`src/rtl/add_sequencer_pkg.sv`:
```
// ---------------------------------------------------------------------------
// add_sequencer_pkg
// Shared definitions for the multi-precision add/subtract sequencer:
//   - state_t : FSM state encoding (ST_IDLE, ST_RUN, ST_DONE), 2 bits wide
//   - SLICE_W : width of one adder slice (the shared full_adder16)
// No ports.
// ---------------------------------------------------------------------------
package add_sequencer_pkg;

   localparam int SLICE_W = 16;

   typedef enum logic [1:0] {
      ST_IDLE = 2'b00,
      ST_RUN  = 2'b01,
      ST_DONE = 2'b10
   } state_t;

endpackage

```
`src/rtl/add_sequencer_if.sv`:
```
// ---------------------------------------------------------------------------
// add_sequencer_if
// Request/response bundle between the ALU control logic (master) and the
// add_sequencer (slave).
//   master -> slave : start, sub, a[W-1:0], b[W-1:0]
//   slave -> master : ready, busy, done, result[W-1:0], cout, ovf
// W = SLICE_W * WORDS.
// ---------------------------------------------------------------------------
import add_sequencer_pkg::*;

interface add_sequencer_if #(
   parameter int WORDS = 4
);
   localparam int W = SLICE_W * WORDS;

   logic         start;
   logic         sub;
   logic [W-1:0] a;
   logic [W-1:0] b;
   logic         ready;
   logic         busy;
   logic         done;
   logic [W-1:0] result;
   logic         cout;
   logic         ovf;

   modport master (
      output start, sub, a, b,
      input  ready, busy, done, result, cout, ovf
   );

   modport slave (
      input  start, sub, a, b,
      output ready, busy, done, result, cout, ovf
   );

endinterface

```
`src/rtl/add_sequencer_full_adder16.sv`:
```
// ---------------------------------------------------------------------------
// full_adder16
// 16-bit binary adder slice with carry in and carry out.
//   a[15:0], b[15:0] : addends
//   cin              : carry in
//   sum[15:0]        : a + b + cin, modulo 2^16
//   cout             : carry out of bit 15
// ---------------------------------------------------------------------------
module full_adder16 (
   input  logic [15:0] a,
   input  logic [15:0] b,
   input  logic        cin,
   output logic [15:0] sum,
   output logic        cout
);

   logic [16:0] total;

   assign total = {1'b0, a} + {1'b0, b} + {16'd0, cin};
   assign sum   = total[15:0];
   assign cout  = total[16];

endmodule

```
`src/rtl/add_sequencer.sv`:
```
// ---------------------------------------------------------------------------
// add_sequencer
// Multi-precision add/subtract controller. One shared full_adder16 is stepped
// over WORDS 16-bit slices, least significant slice first, with the carry
// held in a register between slices. Trades latency for adder area.
//   clk  : system clock, rising edge
//   rst  : synchronous, active-high reset; aborts any operation in flight
//   bus  : add_sequencer_if.slave
//            start/sub/a/b     request, sampled only while ready=1
//            ready             high in IDLE
//            busy              high in RUN
//            done              one-cycle pulse, result/cout/ovf valid from here
//            result/cout/ovf   W-bit sum or difference, carry (1 = no borrow
//                              when subtracting), signed overflow
// Latency: accept on edge E0, slices on E1..E_WORDS, done in the following
// cycle, back to IDLE one cycle later.
// ---------------------------------------------------------------------------
import add_sequencer_pkg::*;

module add_sequencer #(
   parameter int WORDS = 4
) (
   input  logic            clk,
   input  logic            rst,
   add_sequencer_if.slave  bus
);

   localparam int W     = SLICE_W * WORDS;
   localparam int IDX_W = $clog2(WORDS);
   localparam logic [IDX_W-1:0] LAST_IDX = IDX_W'(WORDS - 1);

   state_t             state;
   logic [IDX_W-1:0]   idx;
   logic               carry;
   logic [W-1:0]       a_q;
   logic [W-1:0]       b_q;
   logic               sub_q;
   logic [W-1:0]       result_q;
   logic               cout_q;
   logic               ovf_q;
   logic               ready_q;
   logic               busy_q;
   logic               done_q;

   logic [SLICE_W-1:0] a_sl;
   logic [SLICE_W-1:0] b_sl;
   logic [SLICE_W-1:0] sum_sl;
   logic               cout_sl;

   // Two's complement overflow: like-signed inputs giving an opposite-signed sum.
   function automatic logic signed_ovf(input logic a_msb, input logic b_msb,
                                       input logic s_msb);
      return (a_msb == b_msb) && (s_msb != a_msb);
   endfunction

   // Slice mux; subtraction is a + ~b + 1, the +1 coming from carry seeded with sub.
   assign a_sl = a_q[idx * SLICE_W +: SLICE_W];
   assign b_sl = b_q[idx * SLICE_W +: SLICE_W] ^ {SLICE_W{sub_q}};

   full_adder16 u_adder (
      .a    (a_sl),
      .b    (b_sl),
      .cin  (carry),
      .sum  (sum_sl),
      .cout (cout_sl)
   );

   // Operand capture: pure data, only loaded on an accepted start.
   always_ff @(posedge clk) begin
      if (!rst && state == ST_IDLE && bus.start) begin
         a_q   <= bus.a;
         b_q   <= bus.b;
         sub_q <= bus.sub;
      end
   end

   // Control FSM with registered handshake outputs and result demux.
   always_ff @(posedge clk) begin
      if (rst) begin
         state    <= ST_IDLE;
         idx      <= '0;
         carry    <= 1'b0;
         result_q <= '0;
         cout_q   <= 1'b0;
         ovf_q    <= 1'b0;
         ready_q  <= 1'b1;
         busy_q   <= 1'b0;
         done_q   <= 1'b0;
      end else begin
         case (state)
            ST_IDLE: begin
               if (bus.start) begin
                  idx      <= '0;
                  carry    <= bus.sub;
                  result_q <= '0;
                  cout_q   <= 1'b0;
                  ovf_q    <= 1'b0;
                  ready_q  <= 1'b0;
                  busy_q   <= 1'b1;
                  state    <= ST_RUN;
               end
            end

            ST_RUN: begin
               result_q[idx * SLICE_W +: SLICE_W] <= sum_sl;
               carry <= cout_sl;
               if (idx == LAST_IDX) begin
                  // idx parks at 0 so it never runs past the last slice.
                  idx    <= '0;
                  cout_q <= cout_sl;
                  ovf_q  <= signed_ovf(a_sl[SLICE_W-1], b_sl[SLICE_W-1],
                                       sum_sl[SLICE_W-1]);
                  busy_q <= 1'b0;
                  done_q <= 1'b1;
                  state  <= ST_DONE;
               end else begin
                  idx <= idx + 1'b1;
               end
            end

            ST_DONE: begin
               done_q  <= 1'b0;
               ready_q <= 1'b1;
               state   <= ST_IDLE;
            end

            default: begin
               idx     <= '0;
               busy_q  <= 1'b0;
               done_q  <= 1'b0;
               ready_q <= 1'b1;
               state   <= ST_IDLE;
            end
         endcase
      end
   end

   assign bus.ready  = ready_q;
   assign bus.busy   = busy_q;
   assign bus.done   = done_q;
   assign bus.result = result_q;
   assign bus.cout   = cout_q;
   assign bus.ovf    = ovf_q;

endmodule

```
`src/flat_wrapper.sv`:
```
// flat-port wrapper written by rule: the top's interface ports become plain ports
module add_sequencer_flat 
#(
   parameter int WORDS = 4
)
  (clk, rst, bus_start, bus_sub, bus_a, bus_b, bus_ready, bus_busy, bus_done, bus_result, bus_cout, bus_ovf);
  add_sequencer_if #(.WORDS(WORDS)) bus_i ();
  input  logic clk;
  input  logic rst;
  input wire logic [$bits(bus_i.start)-1:0] bus_start;
  input wire logic [$bits(bus_i.sub)-1:0] bus_sub;
  input wire logic [$bits(bus_i.a)-1:0] bus_a;
  input wire logic [$bits(bus_i.b)-1:0] bus_b;
  output wire logic [$bits(bus_i.ready)-1:0] bus_ready;
  output wire logic [$bits(bus_i.busy)-1:0] bus_busy;
  output wire logic [$bits(bus_i.done)-1:0] bus_done;
  output wire logic [$bits(bus_i.result)-1:0] bus_result;
  output wire logic [$bits(bus_i.cout)-1:0] bus_cout;
  output wire logic [$bits(bus_i.ovf)-1:0] bus_ovf;
  assign bus_i.start = bus_start;
  assign bus_i.sub = bus_sub;
  assign bus_i.a = bus_a;
  assign bus_i.b = bus_b;
  assign bus_ready = bus_i.ready;
  assign bus_busy = bus_i.busy;
  assign bus_done = bus_i.done;
  assign bus_result = bus_i.result;
  assign bus_cout = bus_i.cout;
  assign bus_ovf = bus_i.ovf;
  add_sequencer #(.WORDS(WORDS)) u_core (.clk(clk), .rst(rst), .bus(bus_i));
endmodule
```
`config.mk`:
```
export PLATFORM = sky130hd
export DESIGN_NAME = add_sequencer_flat
export DESIGN_NICKNAME = d
export VERILOG_FILES = /design/src/rtl/add_sequencer_pkg.sv /design/src/rtl/add_sequencer_if.sv /design/src/rtl/add_sequencer_full_adder16.sv /design/src/rtl/add_sequencer.sv /design/src/flat_wrapper.sv
export SDC_FILE = /design/constraint.sdc
export NUM_CORES = 1
export LEC_CHECK = 0
export BUFFER_PORTS_ARGS = -buffer_cell sky130_fd_sc_hd__clkbuf_2
export CORE_ASPECT_RATIO = 0.5
export CORE_MARGIN = 10
export CORE_UTILIZATION = 48
export DETAILED_ROUTE_END_ITERATION = 10
export HOLD_SLACK_MARGIN = 0.1
export PLACE_DENSITY = 0.76
export SLEW_MARGIN = 20
export SYNTH_ARGS = -nofsm -noshare
export SYNTH_HDL_FRONTEND = slang
export SYNTH_SLANG_ARGS = --single-unit
```
`constraint.sdc`:
```
create_clock -name clk -period 7.2 [get_ports clk]
set_input_delay 0.36 -clock clk [delete_from_list [all_inputs] [get_ports clk]]
set_output_delay 0.36 -clock clk [all_outputs]
set_load 0.005 [all_outputs]
```
==> impl_metrics.json <==
{
  "status": "finished, final reports clean",
  "dieWidth_um": 204.5,
  "cts_setup_buffers": 0,
  "worstSetupPathType": "flip-flop to flip-flop",
  "ff2ff_setup_slack_ns": 2.88,
  "drive_gt1_share_pct": 30.39,
  "track_usage_pct": 20.78,
  "avgSynthCellArea_um2": 14.54,
  "dieArea_um2": 22960,
  "final_cell_mix": "clkbuf_2 (200), edfxtp_1 (129), dlygate4sd3_1 (128)",
  "cts_sinks": 203,
  "cellLeakagePower_nw": 4.487,
  "core_area_um2": 16520,
  "path_clk_slew_ns": 0.07,
  "routed-wl-met2_um": 12090,
  "htree_num_levels": 1,
  "start_util_pct": 49.48,
  "wire_per_inst_um": 21.35,
  "area_growth_pct": 38.51,
  "finalHoldViolCount": 0,
  "route.detailed.drc": 0,
  "final_core_util_pct": 68.53,
  "wl_um": 24250,
  "hpwl_um": 15750,
  "die-height_um": 112.3,
  "path_max_fanout": 22,
  "synth-seq-cells": 203,
  "synth_top_area_share_pct": 47.40,
  "crit_end": "u_core.bus.result[11]",
  "drt_iter0_markers": 525,
  "grt_pass1_wl_um": 37410,
  "worst_slew_pin_slew_ns": 0.8485,
  "grt_pass1_vias": 6446,
  "cp-startpoint": "u_core.idx[0]",
  "final_common_cell": "clkbuf_2",
  "nets": 1046,
  "synth_cells": 562,
  "rows": 33,
  "fmax_ghz": 0.2316,
  "drv_cap": 0,
  "gr-total-overflow": 0,
  "grt_max_degree": 56,
  "worstRegToRegCells": 11,
  "clock_latency_ns": 0.49,
  "synth_edf_count": 129,
  "rsz0062_at_grt": "false",
  "tns_ns": 0,
  "cp-start-kind": "flip-flop",
  "top_layer": "met4",
  "synth.distinct_cells": 54,
  "fin_crit_ns": 4.319,
  "ioPinCount": 201,
  "regArea_um2": 5358,
  "clock-root-buffer": "clkbuf_16",
  "yosysTopAreaCell": "edfxtp_1",
  "fin_skew_ns": 0.01514,
  "cts-buffers-inserted": 19,
  "maxSlewViolCount": 0,
  "cp_cell_sequence": "buf_4, mux4_2, xor2_1, ha_1, nor2b_1, o2111ai_1, a32oi_1, nand4_1, nor2b_1, xnor2_1, a22o_1",
  "crit_path_end_kind": "flip-flop",
  "fillers": 1129,
  "required_ns": 7.62,
  "synth-seq-area-share_pct": 65.53,
  "dr_wl_met3_um": 1496,
  "postRouteAntennaNets": 0,
  "firstDrtPassIters": 5,
  "r2r_end": "u_core.bus.result[11]",
  "via_count": 6112,
  "hold_class": "input pin to flip-flop",
  "met1_length_um": 9938,
  "ir_worst_vdd_v": 0.0001601,
  "syn-num-nets": 715,
  "power-per-cell-area_nw_per_um2": 241.9,
  "cts_max_path_buffers": 3,
  "total_power_w": 0.002738,
  "antenna_found_initial": 3,
  "slew_headroom_pct": 43.44,
  "cpMostUsedCell": "nor2b_1",
  "synth_async_sr_flop_share_pct": 0,
  "multi_input_area_um2": 2684,
  "finalCritPeriodShare_pct": 59.98,
  "r2r_start": "u_core.idx[0]",
  "finalSetupViolCount": 0,
  "synth_area_leaders": "edfxtp_1 (47%), dfxtp_1 (18%), mux4_2 (8.8%)",
  "cp.arrival_ns": 4.74,
  "cpPeakStageDelay_ns": 0.78,
  "io_buffers": 200,
  "synth_warnings": 0,
  "cp_slowest_cell": "dfxtp_2",
  "synth_ff_type": "edfxtp_1",
  "vias_per_cell": 5.380,
  "cts_tree": "built",
  "syn_area_um2": 8172,
  "gp_congestion": 0.8837
}
## critical path: cells and delay by family, from the launching register on
family                     cells  cell delay [ns]
AOI/OAI and AO/OA              3             0.82
DFF                            1             0.78
buffers and inverters          1             0.47
xor gates and xnor gates       2             0.63
muxes                          1             0.57
adders and majority gates      1             0.38
and+or+nand+nor                3             0.58
## layer usage
| layer | global-route usage [%] | vias to the layer above |
|---|---|---|
| met1 | 25.82 | 2985 |
| met3 | 4.506 | 53 |
| met2 | 35.35 | 256 |
| li1 | - | 2818 |
| met4 | 7.209 | 0 |
| met5 | 0 | - |
## cells by family (layout without fill, tap and decap cells)
logic type / count (synthesis) / after routing / synth area share (%)
flip-flops: 203 / 203 / 65.53
buffers and inverters: 36 / 379 / 1.791
other: 0 / 4 / 0
multiplexers: 33 / 33 / 8.942
XOR/XNOR: 27 / 27 / 2.894
AND/OR/NAND/NOR: 130 / 130 / 7.258
AO/OA/AOI/OAI: 112 / 112 / 10.18
adder cells (fa/ha/maj): 21 / 21 / 3.399
## per-stage QoR
stage	std cells	area (µm²)	setup WS [ns]	hold WS [ns]
after floorplan	562	8172	0.2246	0.4495
after global placement	970	9403	3.016	0.4607
after detailed placement	971	9423	2.995	0.4633
after CTS	1132	11300	2.874	0.1140
after global routing	1136	11320	2.628	0.1170
final	1136	11320	2.881	0.1397
## cell type report
cell class,instances,area share [%]
Clock inverter,7,0.5748
Antenna cell,4,0.08844
Timing Repair Buffer,334,20.67
Tap cell,227,2.509
Multi-Input combinational cell,323,23.71
Clock buffer,26,4.709
Sequential cell,203,47.34
Inverter,12,0.3980
## what timing repair did
action                    CTS  global route
resized for setup           0             0
hold endpoints to repair  128             0
hold buffers              128             0
## sequential cells by signal, indices dropped and copies added (netlist names)
register,cells
u_core.state,2
u_core.bus.ready,1
u_core.bus.busy,1
u_core.bus.ovf,1
u_core.a_q,64
u_core.idx,2
u_core.bus.cout,1
u_core.bus.done,1
u_core.bus.result,64
u_core.b_q,64
u_core.carry,1
u_core.sub_q,1
## worst min-delay path by stage
stage,from,endpoint,cells past startpoint
floorplan,u_core.bus.cout,u_core.bus.cout,2
global placement,u_core.bus.result[28],u_core.bus.result[28],1
detailed placement,u_core.bus.result[28],u_core.bus.result[28],1
CTS,bus_sub,u_core.sub_q,1
global route,bus_sub,u_core.sub_q,1
finish,bus_sub,u_core.sub_q,1
## cell usage after synthesis, drive strengths merged, types with 2 or more instances
| cell type | count |
|---|---|
| xor2 | 19 |
| inv | 11 |
| edfxtp | 129 |
| o21ai | 7 |
| a22oi | 29 |
| a21o | 4 |
| a21oi | 23 |
| nand3 | 6 |
| fa | 2 |
| clkbuf | 15 |
| nor2b | 8 |
| nand4 | 2 |
| nor2 | 73 |
| ha | 19 |
| mux4 | 32 |
| nand2b | 3 |
| o21a | 3 |
| xnor2 | 8 |
| nand2 | 20 |
| dfxtp | 74 |
| a31oi | 4 |
| and3 | 2 |
| buf | 9 |
| nor3b | 2 |
| a22o | 28 |
| and4 | 2 |
| nor3 | 5 |
| or3 | 3 |
## power breakdown
part           internal (W)  switching, W  leakage (nW)
clock              0.000557      0.000423         0.292
sequential          0.00129     0.0000223          1.80
combinational      0.000197      0.000253          2.40
Note: power is estimated with default switching activity, not from simulation.
